File: config.mk
export PLATFORM = sky130hd
export DESIGN_NAME = decim_ctrl
export DESIGN_NICKNAME = d
export VERILOG_FILES = /design/src/rtl/decim_ctrl_pkg.sv /design/src/rtl/decim_ctrl_acc.sv /design/src/rtl/decim_ctrl.sv
export SDC_FILE = /design/constraint.sdc
export NUM_CORES = 1
export LEC_CHECK = 0
export ABC_AREA = 1
export BUFFER_PORTS_ARGS = -buffer_cell sky130_fd_sc_hd__buf_4
export CAP_MARGIN = 15
export CORE_ASPECT_RATIO = 0.8
export CORE_MARGIN = 2
export CORE_UTILIZATION = 62
export CTS_BUF_LIST = sky130_fd_sc_hd__clkbuf_2 sky130_fd_sc_hd__clkbuf_4 sky130_fd_sc_hd__clkbuf_8
export CTS_CLUSTER_DIAMETER = 100
export DETAILED_ROUTE_END_ITERATION = 7
export GPL_TIMING_DRIVEN = 0
export PLACE_DENSITY = 0.9
export SYNTH_ARGS = -nofsm -noshare
export SYNTH_HDL_FRONTEND = slang
export SYNTH_SLANG_ARGS = --single-unit
File: constraint.sdc
create_clock -name clk_i -period 3.9 [get_ports clk_i]
set_input_delay 0.39 -clock clk_i [delete_from_list [all_inputs] [get_ports clk_i]]
set_output_delay 0.39 -clock clk_i [all_outputs]
set_load 0.02 [all_outputs]
File: src/rtl/decim_ctrl_pkg.sv
// Shared types and constants for the receive-side decimation controller.
// Samples are two's-complement; the accumulator carries 3 guard bits for up to 8 samples.
package decim_ctrl_pkg;

    localparam int SAMPLE_W  = 14;
    localparam int ACC_GUARD = 3;
    localparam int ACC_W     = SAMPLE_W + ACC_GUARD;
    localparam int NUM_LANES = 2;

    localparam logic [1:0] RATIO_1 = 2'd0;
    localparam logic [1:0] RATIO_2 = 2'd1;
    localparam logic [1:0] RATIO_4 = 2'd2;
    localparam logic [1:0] RATIO_8 = 2'd3;

    typedef enum logic [1:0] {
        ST_IDLE      = 2'd0,
        ST_WAIT_SYNC = 2'd1,
        ST_RUN       = 2'd2
    } state_e;

    // Phase value at which a group of N samples completes (N-1).
    function automatic logic [2:0] ratio_last_phase(input logic [1:0] r);
        logic [2:0] last;
        case (r)
            RATIO_1: last = 3'd0;
            RATIO_2: last = 3'd1;
            RATIO_4: last = 3'd3;
            default: last = 3'd7;
        endcase
        return last;
    endfunction

endpackage

File: src/rtl/decim_ctrl_acc.sv
// Dual-lane (I/Q) group accumulator with a floor-divide-by-N output register.
// The ratio code doubles as log2(N), so it is used directly as the shift amount.
module decim_acc
    import decim_ctrl_pkg::*;
#(
    parameter int W  = SAMPLE_W,
    parameter int AW = W + ACC_GUARD
) (
    input  logic                        clk_i,
    input  logic                        rst_n_i,
    input  logic                        flush_i,
    input  logic                        restart_i,
    input  logic                        add_i,
    input  logic                        emit_i,
    input  logic [1:0]                  shift_i,
    input  logic                        out_clr_i,
    input  logic [NUM_LANES-1:0][W-1:0] smp_i,
    output logic [NUM_LANES-1:0][W-1:0] res_o
);

    for (genvar g = 0; g < NUM_LANES; g++) begin : g_lane
        logic signed [AW-1:0] acc_q;
        logic signed [AW-1:0] acc_d;
        logic signed [AW-1:0] sum;
        logic        [W-1:0]  res_q;

        // restart drops the partial group so the current sample starts a fresh one.
        always_comb begin
            sum   = (restart_i ? '0 : acc_q) + {{(AW-W){smp_i[g][W-1]}}, smp_i[g]};
            acc_d = acc_q;
            if (flush_i) begin
                acc_d = '0;
            end else if (add_i) begin
                acc_d = emit_i ? '0 : sum;
            end else if (restart_i) begin
                acc_d = '0;
            end
        end

        always_ff @(posedge clk_i or negedge rst_n_i) begin
            if (!rst_n_i) begin
                acc_q <= '0;
                res_q <= '0;
            end else begin
                acc_q <= acc_d;
                if (out_clr_i) begin
                    res_q <= '0;
                end else if (emit_i) begin
                    res_q <= W'(sum >>> shift_i);
                end
            end
        end

        assign res_o[g] = res_q;
    end

endmodule

File: src/rtl/decim_ctrl.sv
// Phase-controlled I/Q decimator: sync aligns group phase and symbol index,
// then one averaged sample per N inputs is emitted with sop/cp markers.
module decim_ctrl
    import decim_ctrl_pkg::*;
#(
    parameter int W       = SAMPLE_W,
    parameter int SYM_LEN = 80,
    parameter int CP_LEN  = 16
) (
    input  logic         clk_i,
    input  logic         rst_n_i,
    input  logic         enable_i,
    input  logic [1:0]   ratio_i,
    input  logic         sync_i,
    input  logic         in_valid_i,
    input  logic [W-1:0] in_I_i,
    input  logic [W-1:0] in_Q_i,
    output logic         out_valid_o,
    output logic [W-1:0] out_I_o,
    output logic [W-1:0] out_Q_o,
    output logic         sop_o,
    output logic         cp_o,
    output logic [7:0]   sym_cnt_o,
    output logic         locked_o
);

    localparam int IDX_W = $clog2(SYM_LEN);

    state_e                     state_q;
    logic [1:0]                 ratio_q;
    logic [2:0]                 phase_q;
    logic [IDX_W-1:0]           idx_q;
    logic [7:0]                 sym_q;
    logic                       out_valid_q;
    logic                       sop_q;
    logic                       cp_q;
    logic                       locked_q;

    logic                       run;
    logic                       old_complete;
    logic                       realign;
    logic                       sync_late;
    logic                       complete;
    logic                       idx_last;
    logic [1:0]                 ratio_eff;
    logic [2:0]                 phase_eff;
    logic [IDX_W-1:0]           idx_eff;
    logic [7:0]                 sym_eff;
    logic [NUM_LANES-1:0][W-1:0] acc_res;

    // A sync that lands on a completing sample lets that group finish under the old
    // ratio and realigns afterwards; otherwise it realigns before this sample is used.
    always_comb begin
        run          = (state_q == ST_RUN);
        old_complete = in_valid_i && (phase_q == ratio_last_phase(ratio_q));
        realign      = run && enable_i && sync_i && !old_complete;
        sync_late    = run && enable_i && sync_i && old_complete;
        ratio_eff    = realign ? ratio_i : ratio_q;
        phase_eff    = realign ? 3'd0 : phase_q;
        idx_eff      = realign ? '0 : idx_q;
        sym_eff      = realign ? 8'd0 : sym_q;
        complete     = run && in_valid_i && (phase_eff == ratio_last_phase(ratio_eff));
        idx_last     = (idx_eff == IDX_W'(SYM_LEN - 1));
    end

    always_ff @(posedge clk_i or negedge rst_n_i) begin
        if (!rst_n_i) begin
            state_q     <= ST_IDLE;
            ratio_q     <= RATIO_1;
            phase_q     <= '0;
            idx_q       <= '0;
            sym_q       <= '0;
            out_valid_q <= 1'b0;
            sop_q       <= 1'b0;
            cp_q        <= 1'b0;
            locked_q    <= 1'b0;
        end else begin
            out_valid_q <= 1'b0;
            sop_q       <= 1'b0;
            cp_q        <= 1'b0;
            case (state_q)
                ST_IDLE: begin
                    sym_q    <= '0;
                    locked_q <= 1'b0;
                    if (enable_i) begin
                        state_q <= ST_WAIT_SYNC;
                    end
                end
                ST_WAIT_SYNC: begin
                    if (!enable_i) begin
                        state_q <= ST_IDLE;
                    end else if (sync_i) begin
                        state_q  <= ST_RUN;
                        locked_q <= 1'b1;
                        ratio_q  <= ratio_i;
                        phase_q  <= '0;
                        idx_q    <= '0;
                        sym_q    <= '0;
                    end
                end
                ST_RUN: begin
                    ratio_q <= ratio_eff;
                    idx_q   <= idx_eff;
                    sym_q   <= sym_eff;
                    if (complete) begin
                        phase_q <= '0;
                    end else if (in_valid_i) begin
                        phase_q <= phase_eff + 3'd1;
                    end else begin
                        phase_q <= phase_eff;
                    end
                    if (complete) begin
                        out_valid_q <= 1'b1;
                        sop_q       <= (idx_eff == '0);
                        cp_q        <= (idx_eff < IDX_W'(CP_LEN));
                        idx_q       <= idx_last ? '0 : idx_eff + 1'b1;
                        if (idx_last) begin
                            sym_q <= sym_eff + 8'd1;
                        end
                    end
                    if (sync_late) begin
                        ratio_q <= ratio_i;
                        idx_q   <= '0;
                        sym_q   <= '0;
                    end
                    if (!enable_i) begin
                        state_q  <= ST_IDLE;
                        locked_q <= 1'b0;
                    end
                end
                default: begin
                    state_q  <= ST_IDLE;
                    locked_q <= 1'b0;
                end
            endcase
        end
    end

    decim_acc #(.W(W)) u_acc (
        .clk_i     (clk_i),
        .rst_n_i   (rst_n_i),
        .flush_i   (!run),
        .restart_i (realign),
        .add_i     (run && in_valid_i),
        .emit_i    (complete),
        .shift_i   (ratio_eff),
        .out_clr_i (state_q == ST_IDLE),
        .smp_i     ({in_Q_i, in_I_i}),
        .res_o     (acc_res)
    );

    assign out_valid_o = out_valid_q;
    assign out_I_o     = acc_res[0];
    assign out_Q_o     = acc_res[1];
    assign sop_o       = sop_q;
    assign cp_o        = cp_q;
    assign sym_cnt_o   = sym_q;
    assign locked_o    = locked_q;

endmodule
==> results.yml <==
run:
  drv_cap: 0
timing:
  period_share_pct: 90.8
  maxSlewViolCount: 0
  rsz0062_at_grt: "false"
  max_freq_mhz: 282
  holdWs_ns: 0.192
  worst_slew_pin_slew_ns: 0.627
  setup_viol: 0
  setup-tns-final_ns: 0
  skew_ns: 0.00857
  max-slew-margin-rel_pct: 58.2
  finalHoldViolations: 0
  min_period_ns: 3.54
synth:
  ys_seq_area_share_pct: 31.7
  syn-num-nets: 1126
  synth-edff-count: 0
  mappedNetlistArea_sq_um: 6940
  netlist_instances: 1067
  async_flop_share_pct: 100
  ys_warn_count: 0
  ys_types: 47
  ys.flop_type: "dfrtp_1"
  ys_ff_latch: 88
  post_synth.cell_area_avg_sq_um: 6.51
worst_setup_path:
  crit_cells: 22
  critical_path.startpoint_type: "flip-flop"
  critPathKind: "reg -> reg"
  r2r_cells: 22
  cp_num_buf_inv: 5
  crit_chain: "inv_2, nand2_1, nand2_1, nor2_2, nand3_1, nand2_2, buf_6, buf_6, nand2_1, inv_1, ha_1, a21o_1, nand2_1, nand2_1, nand2_1, nand2_1, xor2_1, inv_1, nand2_1, nand2_1, o211ai_1, nand2_1"
  cp.required_ns: 4.17
  crit_top_cell: "nand2_1"
  endpoint_kind: "flip-flop"
  critical-path-top-delay-family: "simple AND/OR/NAND/NOR gates"
  critPathSlowestCell: "dfrtp_1"
  max_stage_delay_ns: 0.46
  path_max_fanout: 28
  arrival_ns: 3.81
clock_network:
  cts.sinks: 88
  cts.reportedPaths.clkPinSlew_ns: 0.10
  clk_latency_ns: 0.38
  cts_buffer_depth: 2
  clockRootBuffer: "clkbuf_8"
  cts_max_level: 3
  postCtsSetupBuffers: 0
  cts_tree: "built"
  numCtsBuffers: 9
routing:
  drt-wirelength-per-cell_um: 16.7
  viasPerCell: 5.93
  postRouteAntennaNets: 0
  vias: 7716
  detail_route.iter0.violations: 876
  drtPass1Iterations: 7
  drcViolationCount: 0
  wl_mm: 21.7
placement:
  portBuffers: 74
  hpwl_mm: 16.8
  finalWeightedCongestion: 0.973
finish:
  area_growth_pct: 13.7
  layout_common_cells: "nand2_1, nand3_1, inv_1, dfrtp_1, buf_4"
  final_common_cell: "nand2_1"
  num-fill-cells: 952
  drive_gt1_share_pct: 11.5
  register_area_sq_um: 2200
  multi_input_comb_area_sq_um: 4040
  layout.nets: 1211
  diodes: 0
power:
  p_clk_share_pct: 26.7
  ir_drop_uv: 245
  leakagePower_uw: 0.00432
  pwr_density_cell_nw_per_um2: 302
  power_uw: 2390
  p_int_uw: 1430
  combPwrFrac_pct: 32.7
  swShare_pct: 39.8
  power_switching_uw: 950
  power_frac_seq_pct: 40.6
grt:
  grt_pass1_vias: 7210
  grt_usage_pct: 36.9
  grt_max_degree: 89
  grt.overflow.total: 0
  grt_pass1_wl_mm: 34.7
  antenna_found_initial: 0
die:
  ios: 75
  dieArea_sq_um: 12100
  coreArea_sq_um: 10900
  row_count: 34
  die_h_um: 98.7
  initial_core_util_pct: 63.8
  die_w_um: 122
status:
  outcome: "complete, no violations"
worst_hold_path:
  min_path_type: "in -> reg"
  holdPathStages: 2
worst paths after layout:
check	startpoint	endpoint	slack [ns]
min in group asynchronous	rst_n_i	u_acc.g_lane[0].acc_q[10]$_DFF_PN0_	0.43
min reg2reg	u_acc.g_lane[0].res_q[12]$_DFFE_PN0P_	u_acc.g_lane[0].res_q[12]$_DFFE_PN0P_	0.49
max	flip-flop	u_acc.g_lane[1].res_q[4]$_DFFE_PN0P_	0.36
max reg2reg	flip-flop	u_acc.g_lane[1].res_q[4]$_DFFE_PN0P_	0.36
max in group asynchronous	rst_n_i	u_acc.g_lane[0].acc_q[6]$_DFF_PN0_	2.82
min	sync_i	state_q[0]$_DFFE_PN0P_	0.19
power by group through the flow:
stage	Sequential (uW)	Clock [uW]	Combinational [uW]
floorplan	991	0	510
global placement	984	0	737
detailed placement	985	0	749
CTS	967	636	754
global route	972	671	858
finish	968	636	781
synth_stat cells (all sizes together), types with 6 or more instances:
library cell / n / share of area (%)
nor2: 79 / 4.8
nor3b: 6 / 0.65
xor2: 17 / 2.1
nor3: 9 / 0.88
a21oi: 34 / 2.7
o21ai: 66 / 4.9
buf: 20 / 1.9
clkbuf: 9 / 0.49
nand2: 329 / 18
inv: 139 / 7.6
dfrtp: 88 / 32
nand4: 20 / 1.9
o22ai: 12 / 1.1
ha: 22 / 4.0
nand3: 184 / 13
logic make-up after synthesis:
| kind of cell | Yosys count | synth area share, % |
|---|---|---|
| xor gates and xnor gates | 20 | 2.63 |
| DFF | 88 | 31.7 |
| buffers and inverters | 169 | 10.1 |
| adders and majority gates | 24 | 4.54 |
| muxes | 1 | 0.144 |
| AOI/OAI and AO/OA | 133 | 11.0 |
| and+or+nand+nor | 632 | 39.9 |
flip-flops by register name, summed over array words and instances (netlist names), 2 cells and up, named ones only:
name	cells
u_acc.g_lane.acc_q	34
u_acc.g_lane.res_q	28
sym_cnt_o	8
idx_q	7
phase_q	3
state_q	2
area by class of cell:
class | instances | share of cell area, %
Buffer | 27 | 2.06
Clock inverter | 6 | 0.650
Sequential cell | 88 | 27.9
Multi-Input combinational cell | 810 | 51.2
Inverter | 140 | 6.72
Clock buffer | 10 | 1.66
Timing Repair Buffer | 76 | 7.51
Tap cell | 144 | 2.28
what timing repair did:
action / 4_1_cts / 5_1_grt
setup endpoints to repair: 40 / 1
resized for setup: 0 / 1
hold buffers: 0 / 1
hold endpoints to repair: 0 / 18
stage by stage:
step,setup WS [ns],util (%),cells,instance area [sq um]
detailed placement,-0.352,70.5,1285,7680
floorplan,0.770,-,1067,6940
finish,0.358,72.5,1301,7900
global route,0.0774,72.5,1301,7900
CTS,0.307,72.1,1299,7850
global placement,-0.264,70.5,1285,7680
layer usage:
layer	vias to the layer above	global-route usage (%)	share of wire (%)
met5	-	0	0
met4	0	12.3	2.5
met3	50	6.42	9.9
met2	426	58.1	45
met1	3556	51.6	42
li1	3684	-	-
(Power assumes the default switching activity.)
